==> src/rtl/uart_cmd_decoder.sv <==
// uart_cmd_decoder: assembles SYNC/OP/ADDR/DATA/CHK frames from the UART byte stream
// into register-bus writes and reads, and returns read data to the UART transmitter.
module uart_cmd_decoder #(
  parameter logic [7:0] SYNC_BYTE   = 8'hA5,
  parameter int         TIMEOUT_CYC = 1000000
) (
  input  logic       clk,
  input  logic       rst_n,
  input  logic [7:0] rx_data,
  input  logic       rx_data_valid,
  output logic       rx_data_ready,
  output logic       cmd_wr,
  output logic       cmd_rd,
  output logic [7:0] cmd_addr,
  output logic [7:0] cmd_wdata,
  input  logic       cmd_rd_ack,
  input  logic [7:0] cmd_rdata,
  output logic [7:0] tx_data,
  output logic       tx_valid,
  input  logic       tx_ready,
  output logic [7:0] err_cnt
);
  localparam int TW = $clog2(TIMEOUT_CYC + 1);
  typedef enum logic [3:0] {
    S_SYNC, S_OP, S_ADDR, S_DAT, S_CHK, S_WR, S_RD, S_RWAIT, S_TX
  } state_t;
  state_t        r_state, w_next;
  logic [7:0]    r_op, r_addr, r_data, r_tx, r_err;
  logic [TW-1:0] r_tmo;
  logic          w_in_frame, w_acc, w_tmo, w_chk_ok, w_err;
  assign w_in_frame    = r_state inside {S_OP, S_ADDR, S_DAT, S_CHK};
  assign rx_data_ready = w_in_frame || (r_state == S_SYNC);
  assign w_acc         = rx_data_valid && rx_data_ready;
  // an accepted byte on the same edge always beats the timeout
  assign w_tmo         = w_in_frame && !w_acc && (r_tmo == TW'(TIMEOUT_CYC - 1));
  assign w_chk_ok      = rx_data == (r_op ^ r_addr ^ r_data);
  always_comb begin
    w_next = r_state;
    w_err  = 1'b0;
    case (r_state)
      S_SYNC:  w_next = (w_acc && rx_data == SYNC_BYTE) ? S_OP : S_SYNC;
      S_OP:    w_next = w_acc ? S_ADDR : S_OP;
      S_ADDR:  w_next = w_acc ? S_DAT : S_ADDR;
      S_DAT:   w_next = w_acc ? S_CHK : S_DAT;
      S_CHK: begin
        if (w_acc) begin
          w_next = (w_chk_ok && r_op == 8'h01) ? S_WR :
                   (w_chk_ok && r_op == 8'h02) ? S_RD : S_SYNC;
          w_err  = !(w_chk_ok && (r_op == 8'h01 || r_op == 8'h02));
        end
      end
      S_WR:    w_next = S_SYNC;
      S_RD:    w_next = S_RWAIT;
      S_RWAIT: w_next = cmd_rd_ack ? S_TX : S_RWAIT;
      S_TX:    w_next = tx_ready ? S_SYNC : S_TX;
      default: w_next = S_SYNC;
    endcase
    if (w_tmo) begin
      w_next = S_SYNC;
      w_err  = 1'b1;
    end
  end
  always_ff @(posedge clk or negedge rst_n) begin
    if (!rst_n) begin
      r_state <= S_SYNC;
      r_tmo   <= '0;
      r_op    <= '0;
      r_addr  <= '0;
      r_data  <= '0;
      r_tx    <= '0;
      r_err   <= '0;
    end else begin
      r_state <= w_next;
      r_tmo   <= (w_acc || !w_in_frame) ? '0 : r_tmo + TW'(1);
      if (w_acc && r_state == S_OP) r_op <= rx_data;
      if (w_acc && r_state == S_ADDR) r_addr <= rx_data;
      if (w_acc && r_state == S_DAT) r_data <= rx_data;
      if (r_state == S_RWAIT && cmd_rd_ack) r_tx <= cmd_rdata;
      if (w_err && r_err != 8'hFF) r_err <= r_err + 8'd1;
    end
  end
  assign cmd_wr    = r_state == S_WR;
  assign cmd_rd    = r_state == S_RD;
  assign cmd_addr  = r_addr;
  assign cmd_wdata = r_data;
  assign tx_data   = r_tx;
  assign tx_valid  = r_state == S_TX;
  assign err_cnt   = r_err;
endmodule

==> config.mk <==
export PLATFORM = sky130hd
export DESIGN_NAME = uart_cmd_decoder
export DESIGN_NICKNAME = d
export VERILOG_FILES = /design/src/rtl/uart_cmd_decoder.sv
export SDC_FILE = /design/constraint.sdc
export NUM_CORES = 1
export LEC_CHECK = 0
export BUFFER_PORTS_ARGS = -buffer_cell sky130_fd_sc_hd__buf_2
export CAP_MARGIN = 20
export CORE_MARGIN = 2
export CORE_UTILIZATION = 56
export DETAILED_ROUTE_END_ITERATION = 16
export GPL_TIMING_DRIVEN = 0
export PLACE_DENSITY = 0.8
export SYNTH_ARGS = -nofsm -noshare
export SYNTH_HDL_FRONTEND = slang
export SYNTH_SLANG_ARGS = --single-unit
==> constraint.sdc <==
create_clock -name clk -period 2.45 [get_ports clk]
set_clock_uncertainty 0.1 [all_clocks]
set_input_delay 0.245 -clock clk [delete_from_list [all_inputs] [get_ports clk]]
set_output_delay 0.245 -clock clk [all_outputs]
set_load 0.03 [all_outputs]
==> impl_metrics.toml, run 1 <==
[setup_path]
cp_num_cells = 6
critPathMaxStageDelay_ps = 420
slowest_stage = "dfrtp_1"
r2r_cells = 6
critical_path_required_ps = 2570
arrival_ps = 2400
crit_type = "reg2reg"
path_buf_inv = 0
endpoint_kind = "flop"
crit_path_start_kind = "flop"
path_cells = "nor4b_2 > nand4b_1 > or3_4 > a32o_1 > nor2_4 > mux2_1"
crit_fanout = 8
crit_family = "simple AND/OR/NAND/NOR gates"

[clocking]
cts_setup_buffers = 0
path_clk_slew_ps = 70
clockBufferDepth = 2
root_buffer = "clkbuf_8"
cts_buffers = 9
htreeDepth = 3
tritoncts = "yes"
cts_sinks = 64
clock_latency_ps = 330

[global_route]
met1_usage = 0.308
grt_max_degree = 65
grt_pass1_wl_um = 11200
use_met3 = 0.0464
top_usage_layer = "met2"
antenna_found_initial = 0
use_met2 = 0.360
grt.total_usage = 0.227
grt.overflow.total = 0
grt_pass1_vias = 2421

[yosys]
ys_async_sr_fraction = 1.00
netlist_instances = 287
ys_seq_area_frac = 0.500
syn_area_um2 = 3200
ys_ff_latch = 64
yosys-mux-area-fraction = 0.119
synth_cell_types = 43
yosys_most_used_dff = "dfrtp_1"
yosys.area_share.simple = 0.178
synthXorXnorAreaFrac = 0.131
yosysWarnings = 0
postSynthAreaPerCell_um2 = 11.2
synth_edf_count = 0
syn_nets = 310
synth_adder_area_share = 0.00782
synth_compound_area_frac = 0.0403
synth_top_family_by_area = "simple AND/OR/NAND/NOR gates"

[die]
dieArea_um2 = 6340
die_h_um = 79.6
start_util = 0.581
io_pins = 57
rows = 27
core_area_um2 = 5510
dieWidth_um = 79.6

[finish]
syn2layout_area_growth_pct = 17.5
finalNonFillerCells = 432
antennaDiodeCount = 0
final_nets = 378
drive_above_1_share = 0.306
n_fill_cell = 453
design_area_um2 = 3760

[outcome]
outcome = "complete, no violations"

[sta]
fmax_mhz = 438
rsz0062_at_grt = "false"
slew_headroom = 0.464
setup_viol = 0
finalCritPeriodShare = 0.932
tightest_slew_ps = 805
finalSetupTns_ps = 0
slew_viol_final = 0
hold_viol_final = 0
fin_crit_ps = 2280
setup_ws_ps = 166

[power_and_ir_drop]
p_leak_nw = 1.68
finalPower_mw = 4.35
p_per_area_nw_per_um2 = 1160
peakVddDrop_v = 0.000608

[place]
dpl_cell_area_um2 = 3570
dp_cells = 414
dp_hpwl_um = 4400
place.gp.congestion = 0.863
port-buffer-count = 55
pre_cts_ws_ps = 157

[hold_path]
hold_path.class = "in2reg"
hold_depth = 2

[drt]
via_per_inst = 5.40
drt_wl_total_um = 6340
drt_pass1_iterations = 4
first_iter_violations = 159
drt-wirelength-per-cell_um = 14.7
vias = 2331
drc_errors = 0
final_antenna_net_count = 0

[flow_run]
drv_cap = 0
[flip-flops by register name (all words and copies together) (netlist names)]
name	count
r_tmo	20
r_op	8
r_state	4
cmd_addr	8
tx_data	8
cmd_wdata	8
err_cnt	8
[routing by layer]
metal	part of all wire	wire, um
met4	0.019	118
met1	0.47	2980
met5	0	0
met2	0.47	2980
met3	0.041	259
[cell usage after synthesis (all sizes together) (2+ instances only)]
master  number  area, um2
or3          4       30.0
mux2        33        372
nand2b       3       18.8
nor2        32        130
nand3        9       50.1
nor3         6       30.0
nor2b        5       31.3
nor4         4       31.3
ha           2       25.0
o21ai        3       15.0
nand4       11       68.8
nor4b        2       30.0
xnor2       34        298
o22ai        2       12.5
and3         4       25.0
and2         2       12.5
nor3b        3       22.5
a21oi        6       30.0
xor2        14        123
nand2       14       52.6
dfrtp       64       1600
clkbuf       8       40.0
inv          9       33.8
[path summary, 6_finish.rpt]
check / from / end / slack (ps)
setup / recovery: r_tmo[8] / err_cnt[1] / 170
hold / removal: cmd_rdata[2] / tx_data[2] / 40
setup reg to reg: r_tmo[8] / err_cnt[1] / 170
hold reg to reg: r_tmo[0] / r_tmo[0] / 360
max in group asynchronous: rst_n / r_tmo[2] / 1270
min in group asynchronous: rst_n / tx_data[2] / 440
[cell type report]
type	instances	area, um2	share of cell area
Buffer	8	40.0	0.0106
Multi-Input combinational cell	206	1530	0.407
Inverter	9	33.8	0.00898
Tap cell	72	90.1	0.0240
Timing Repair Buffer	57	298	0.0792
Clock inverter	3	17.5	0.00466
Clock buffer	13	149	0.0396
Sequential cell	64	1600	0.426
[metrics by stage]
stage	utilization	hold slack [ps]
final	0.683	43.7
after global routing	0.683	34.7
after CTS	0.682	34.3
after detailed placement	0.648	285
after global placement	0.648	330
after floorplan	-	-151
[worst reg2reg max path, cell delays in order, from the launching register on]
cell and delay, ps:
dfrtp_1 420, nor4b_2 290, nand4b_1 170, or3_4 420, a32o_1 250, nor2_4 190, mux2_1 340
[power by group]
group | switching [mW] | internal (mW)
Sequential | 0.283 | 1.36
Clock | 0.381 | 0.392
Combinational | 1.13 | 0.803
Total | 1.79 | 2.56
[cell families after synthesis]
family / count (synthesis)
XOR/XNOR: 48
flip-flops: 64
multiplexers: 34
buffers and inverters: 17
AO/OA/AOI/OAI: 19
AND/OR/NAND/NOR: 103
adder cells (fa/ha/maj): 2
[layout by cell type, fill, tap and decap left out, drive strengths merged, types with 2 or more instances in the layout]
cell type,n
dfrtp,64
buf,55
xnor2,34
mux2,33
nor2,32
clkbuf,21
xor2,14
nand2,14
nand4,11
inv,9
nand3,9
a21oi,6
nor3,6
nor2b,5
and3,4
or3,4
nor4,4
nand2b,3
nor3b,3
o21ai,3
and2,2
o22ai,2
nor4b,2
ha,2
clkinv,2
dlygate4sd3,2
[repair_timing]
action,CTS,global route
gates resized for setup,0,1
setup endpoints to repair,0,6
hold buffers,2,0
endpoints found under the hold margin,65,0
(Power assumes the default switching activity.)
==> run 2: changes to the inputs <==
- HOLD_SLACK_MARGIN: unset -> 0.15
==> run 2 against run 1 <==
Sequential share of layout area down 1.7 points. Critical path depth unchanged. Sequential power about the same. Clock power up 0.9%. Non-clock buffer count up 16. Critical endpoint unchanged. Largest cell class unchanged.
==> impl_metrics.toml, run 2 (same netlist as run 1, synthesis figures left out) <==
[outcome]
outcome = "complete, no violations"

[drt]
vias = 2389
drt_wl_total_um = 6600
via_per_inst = 5.33
final_antenna_net_count = 0
first_iter_violations = 153
drt-wirelength-per-cell_um = 14.7
drc_errors = 0
drt_pass1_iterations = 4

[finish]
final_nets = 394
ff_latch_area_um2 = 1600
final_cell_mix = "dfrtp_1 (64), buf_2 (54), xnor2_1 (34), mux2_2 (32), nor2_1 (30)"
largest_register = "r_tmo"
multi_input_area_um2 = 1530
design_area_um2 = 3920
finalNonFillerCells = 448
n_fill_cell = 428
syn2layout_area_growth_pct = 22.5
drive_above_1_share = 0.293
antennaDiodeCount = 0
final_common_cell = "dfrtp_1"
largest_reg_flops = 20

[place]
port-buffer-count = 55
dp_cells = 414
pre_cts_ws_ps = 157
dp_hpwl_um = 4400
dpl_cell_area_um2 = 3570
place.gp.congestion = 0.863

[die]
dieArea_um2 = 6340
core_area_um2 = 5510
rows = 27
dieWidth_um = 79.6
io_pins = 57
die_h_um = 79.6
start_util = 0.581

[power_and_ir_drop]
p_leak_nw = 1.75
p_per_area_nw_per_um2 = 1120
intPower_mw = 2.58
pwr-share-clk = 0.178
seqPwrFrac = 0.376
peakVddDrop_v = 0.000612
power_switching_mw = 1.80
combPwrFrac = 0.446
swShare = 0.412

[global_route]
grt.total_usage = 0.236
grt_pass1_wl_um = 11600
grt_max_degree = 65
grt_pass1_vias = 2483
grt.overflow.total = 0
antenna_found_initial = 0

[clocking]
cts_buffers = 9
path_clk_slew_ps = 70
root_buffer = "clkbuf_8"
clock_latency_ps = 330
tritoncts = "yes"
cts_sinks = 64
clockBufferDepth = 2
htreeDepth = 3

[sta]
finalCritPeriodShare = 0.932
hold_slack_ps = 181
rsz0062_at_grt = "false"
setup_ws_ps = 167
setup_viol = 0
slew_viol_final = 0
slew_headroom = 0.462
hold_viol_final = 0
fin_crit_ps = 2280
finalSetupTns_ps = 0
tightest_slew_ps = 806
fmax_mhz = 438

[setup_path]
arrival_ps = 2400
setup.worst_path.end = "err_cnt[1]"
crit_fanout = 8
critPathLaunch = "r_tmo[8]"
r2r_start = "r_tmo[8]"
r2r_cells = 6
critical_path_required_ps = 2570
reg2reg_to = "err_cnt[1]"
crit_type = "reg2reg"
endpoint_kind = "flop"
reg2reg_slack_ps = 170
crit_path_start_kind = "flop"

[hold_path]
hold_path.class = "in2reg"

[flow_run]
drv_cap = 0
run 2: cell count changes in the layout (fill, tap and decap cells not counted), sizes merged:
cell / before / now
dlygate4sd3: 2 / 18
run 2: final cells by class:
cell class,instances,share of cell area
clock buffers,13,0.0380
inverters,9,0.00862
well taps,72,0.0230
repair buffers,73,0.117
clock inverters,3,0.00447
plain buffers,8,0.0102
flip-flops and latches,64,0.408
multi-input cells,206,0.391
run 2: layer usage:
layer | up-vias | global-route usage | wire length [um]
met5 | - | 0 | 0
met4 | 0 | 0.0897 | 120
met3 | 13 | 0.0464 | 249
met2 | 53 | 0.376 | 3110
met1 | 1155 | 0.318 | 3110
li1 | 1168 | - | -
run 2: timing repair:
| item | in CTS | in global routing |
|---|---|---|
| setup endpoints to repair | 0 | 6 |
| hold endpoints to repair | 97 | 0 |
| gates resized for setup | 0 | 1 |
| hold buffers | 18 | 0 |
| setup buffers | 0 | 0 |
run 2: power groups by stage:
stage	registers, mW	clock network [mW]	logic, mW
6_report	1.65	0.780	1.95
5_1_grt	1.69	0.839	2.13
4_1_cts	1.64	0.799	1.96
3_5_place_dp	1.66	0	1.93
3_3_place_gp	1.64	0	1.89
2_1_floorplan	2.01	0	1.07
run 2: how the worst min path moves through the flow:
| stage | startpoint | to | slack, ps | cells past startpoint |
|---|---|---|---|---|
| finish | rx_data_valid | r_state[2] | 180 | 3 |
| CTS | rx_data_valid | r_state[2] | 170 | 3 |
| floorplan | rst_n | cmd_addr[0] | -150 | 0 |
| global route | rx_data_valid | r_state[2] | 210 | 3 |
| global placement | tx_ready | r_state[3] | 330 | 2 |
| detailed placement | rst_n | tx_data[2] | 280 | 1 |
run 2: per-stage QoR:
stage	power [mW]	utilization
after floorplan	3.08	-
after global placement	3.52	0.648
after detailed placement	3.59	0.648
after CTS	4.41	0.711
after global routing	4.66	0.712
final	4.38	0.712
run 2: worst max-delay path, stage by stage (launching register included):
cell	delay, ps
dfrtp_1	420
nor4b_2	280
nand4b_1	170
or3_4	420
a32o_1	250
nor2_4	190
mux2_1	340
==> run 3: changes to the inputs <==
- BUFFER_PORTS_ARGS: -buffer_cell sky130_fd_sc_hd__buf_2 -> unset
- CORE_UTILIZATION: 56 -> 63
- DONT_BUFFER_PORTS: unset -> 1
- PLACE_DENSITY: 0.8 -> 0.79
- clock period: 2.45 -> 2.2 ns (I/O delays scaled with it)
==> run 3 against run 2 <==
The run now ends with negative setup slack left. Clock power is 22% higher. Global-route usage is 2.4 points higher. Final area is 3.6% lower. Power is 11% higher. Highest routed layer unchanged.
==> impl_metrics.toml, run 3 (same netlist as run 1, synthesis figures left out) <==
[setup_path]
reg2reg_slack_ps = -80
endpoint_kind = "flop"
critPathMaxStageDelay_ps = 420
crit_family = "simple AND/OR/NAND/NOR gates"
crit_fanout = 8
slowest_stage = "dfrtp_1"
arrival_ps = 2390
crit_type = "reg2reg"
path_buf_inv = 0
crit_path_start_kind = "flop"
path_cells = "and4_2 > nand3_2 > or3_4 > a32o_2 > nor2_4 > nand4_1 > xnor2_1"
critical_path_required_ps = 2310

[power_and_ir_drop]
finalPower_mw = 4.88
combPwrFrac = 0.323
p_per_area_nw_per_um2 = 1290
intPower_mw = 2.82
peakVddDrop_v = 0.000908
seqPwrFrac = 0.481
p_leak_nw = 1.56
pwr-share-clk = 0.196
power_switching_mw = 2.07
swShare = 0.424

[sta]
tightest_slew_ps = 666
fmax_mhz = 439
rsz0062_at_grt = "true"
slew_headroom = 0.557
finalSetupTns_ps = -204
slew_viol_final = 0
setup_viol = 6
setup_ws_ps = -78.8
finalCritPeriodShare = 1.04
hold_viol_final = 0
fin_crit_ps = 2280

[place]
dp_hpwl_um = 4200
port-buffer-count = 0
place.gp.congestion = 0.840
pre_cts_ws_ps = -65.9

[die]
io_pins = 57
core_area_um2 = 4820
dieArea_um2 = 5670
start_util = 0.665
rows = 25
dieWidth_um = 75.3
die_h_um = 75.3

[drt]
drt_wl_total_um = 6810
via_per_inst = 5.92
final_antenna_net_count = 0
first_iter_violations = 123
vias = 2332
drt_pass1_iterations = 4
drc_errors = 0
drt-wirelength-per-cell_um = 17.3

[finish]
final_nets = 345
largest_reg_flops = 20
syn2layout_area_growth_pct = 18.1
final_common_cell = "dfrtp_1"
largest_register = "r_tmo"
antennaDiodeCount = 0
ff_latch_area_um2 = 1610
final_util = 0.785
n_fill_cell = 330
multi_input_area_um2 = 1580
final_cell_mix = "dfrtp_1 (61), xnor2_1 (34), mux2_2 (32), nor2_1 (29), dlygate4sd3_1 (19)"
drive_above_1_share = 0.220

[global_route]
grt.total_usage = 0.260
grt_max_degree = 65
grt_pass1_vias = 2298
grt.overflow.total = 0
grt_pass1_wl_um = 10800
antenna_found_initial = 0

[clocking]
cts_buffers = 9
path_clk_slew_ps = 60
tritoncts = "yes"
clockBufferDepth = 2
clock_latency_ps = 340
root_buffer = "clkbuf_8"
cts_sinks = 64
htreeDepth = 3

[hold_path]
hold_path.class = "in2reg"

[outcome]
outcome = "finished with violations"
failed_checks = "negative setup slack"

[flow_run]
drv_cap = 0
-- run 3: cell types whose count changed in the layout (fill, tap and decap cells not counted), moves of 2 or more --
cell	delta
buf_2	-54
dfrtp_1	-3
buf_4	+5
nor3_1	-2
dfrtp_2	+3
-- run 3: repair_timing --
item,4_1_cts,5_1_grt
endpoints found under the setup margin,8,19
pin swaps,0,10
setup buffers,2,4
hold endpoints to repair,98,0
resized for setup,1,13
hold buffers,20,0
-- run 3: path summary, 6_finish.rpt --
check                            from          end  cells past startpoint
max                          r_tmo[2]   err_cnt[7]                      7
min                        cmd_rd_ack   r_state[2]                      4
max reg2reg                  r_tmo[2]   err_cnt[7]                      7
min reg2reg                  r_tmo[0]     r_tmo[0]                      1
max in group asynchronous       rst_n  cmd_addr[7]                      2
min in group asynchronous       rst_n   tx_data[3]                      2
-- run 3: stage by stage --
| stage | cell area, um2 | std cells | hold slack [ps] |
|---|---|---|---|
| 3_5_place_dp | 3290 | 354 | -174 |
| 6_report | 3780 | 394 | 264 |
| 5_1_grt | 3780 | 394 | 314 |
| 2_1_floorplan | 3200 | 287 | -176 |
| 3_3_place_gp | 3290 | 354 | -175 |
| 4_1_cts | 3700 | 392 | 251 |
-- run 3: power groups by stage --
stage	Combinational (mW)	Sequential [mW]	Clock [mW]
after floorplan	1.19	2.24	0
after global placement	1.36	2.31	0
after detailed placement	1.41	2.33	0
after CTS	1.50	2.31	0.967
after global routing	1.74	2.39	1.02
final	1.58	2.35	0.955
-- run 3: worst reg2reg max path: cells and delay by family, from the launching register on --
| kind | cells | cell delay, ps |
|---|---|---|
| simple gates | 5 | 1200 |
| flops | 1 | 420 |
| compound gates | 1 | 250 |
| xor+xnor | 1 | 180 |
-- run 3: area by class of cell --
| type | instances | share of cell area |
|---|---|---|
| Buffer | 6 | 0.00860 |
| Clock buffer | 13 | 0.0367 |
| Clock inverter | 3 | 0.0113 |
| Inverter | 9 | 0.00893 |
| Multi-Input combinational cell | 206 | 0.418 |
| Sequential cell | 64 | 0.425 |
| Tap cell | 67 | 0.0222 |
| Timing Repair Buffer | 26 | 0.0695 |
-- run 3: layer usage --
| metal | part of all wire | track usage | vias up |
|---|---|---|---|
| li1 | - | - | 1068 |
| met1 | 0.43 | 0.338 | 1183 |
| met2 | 0.51 | 0.429 | 70 |
| met3 | 0.043 | 0.0489 | 11 |
| met4 | 0.018 | 0.111 | 0 |
| met5 | 0 | 0 | - |
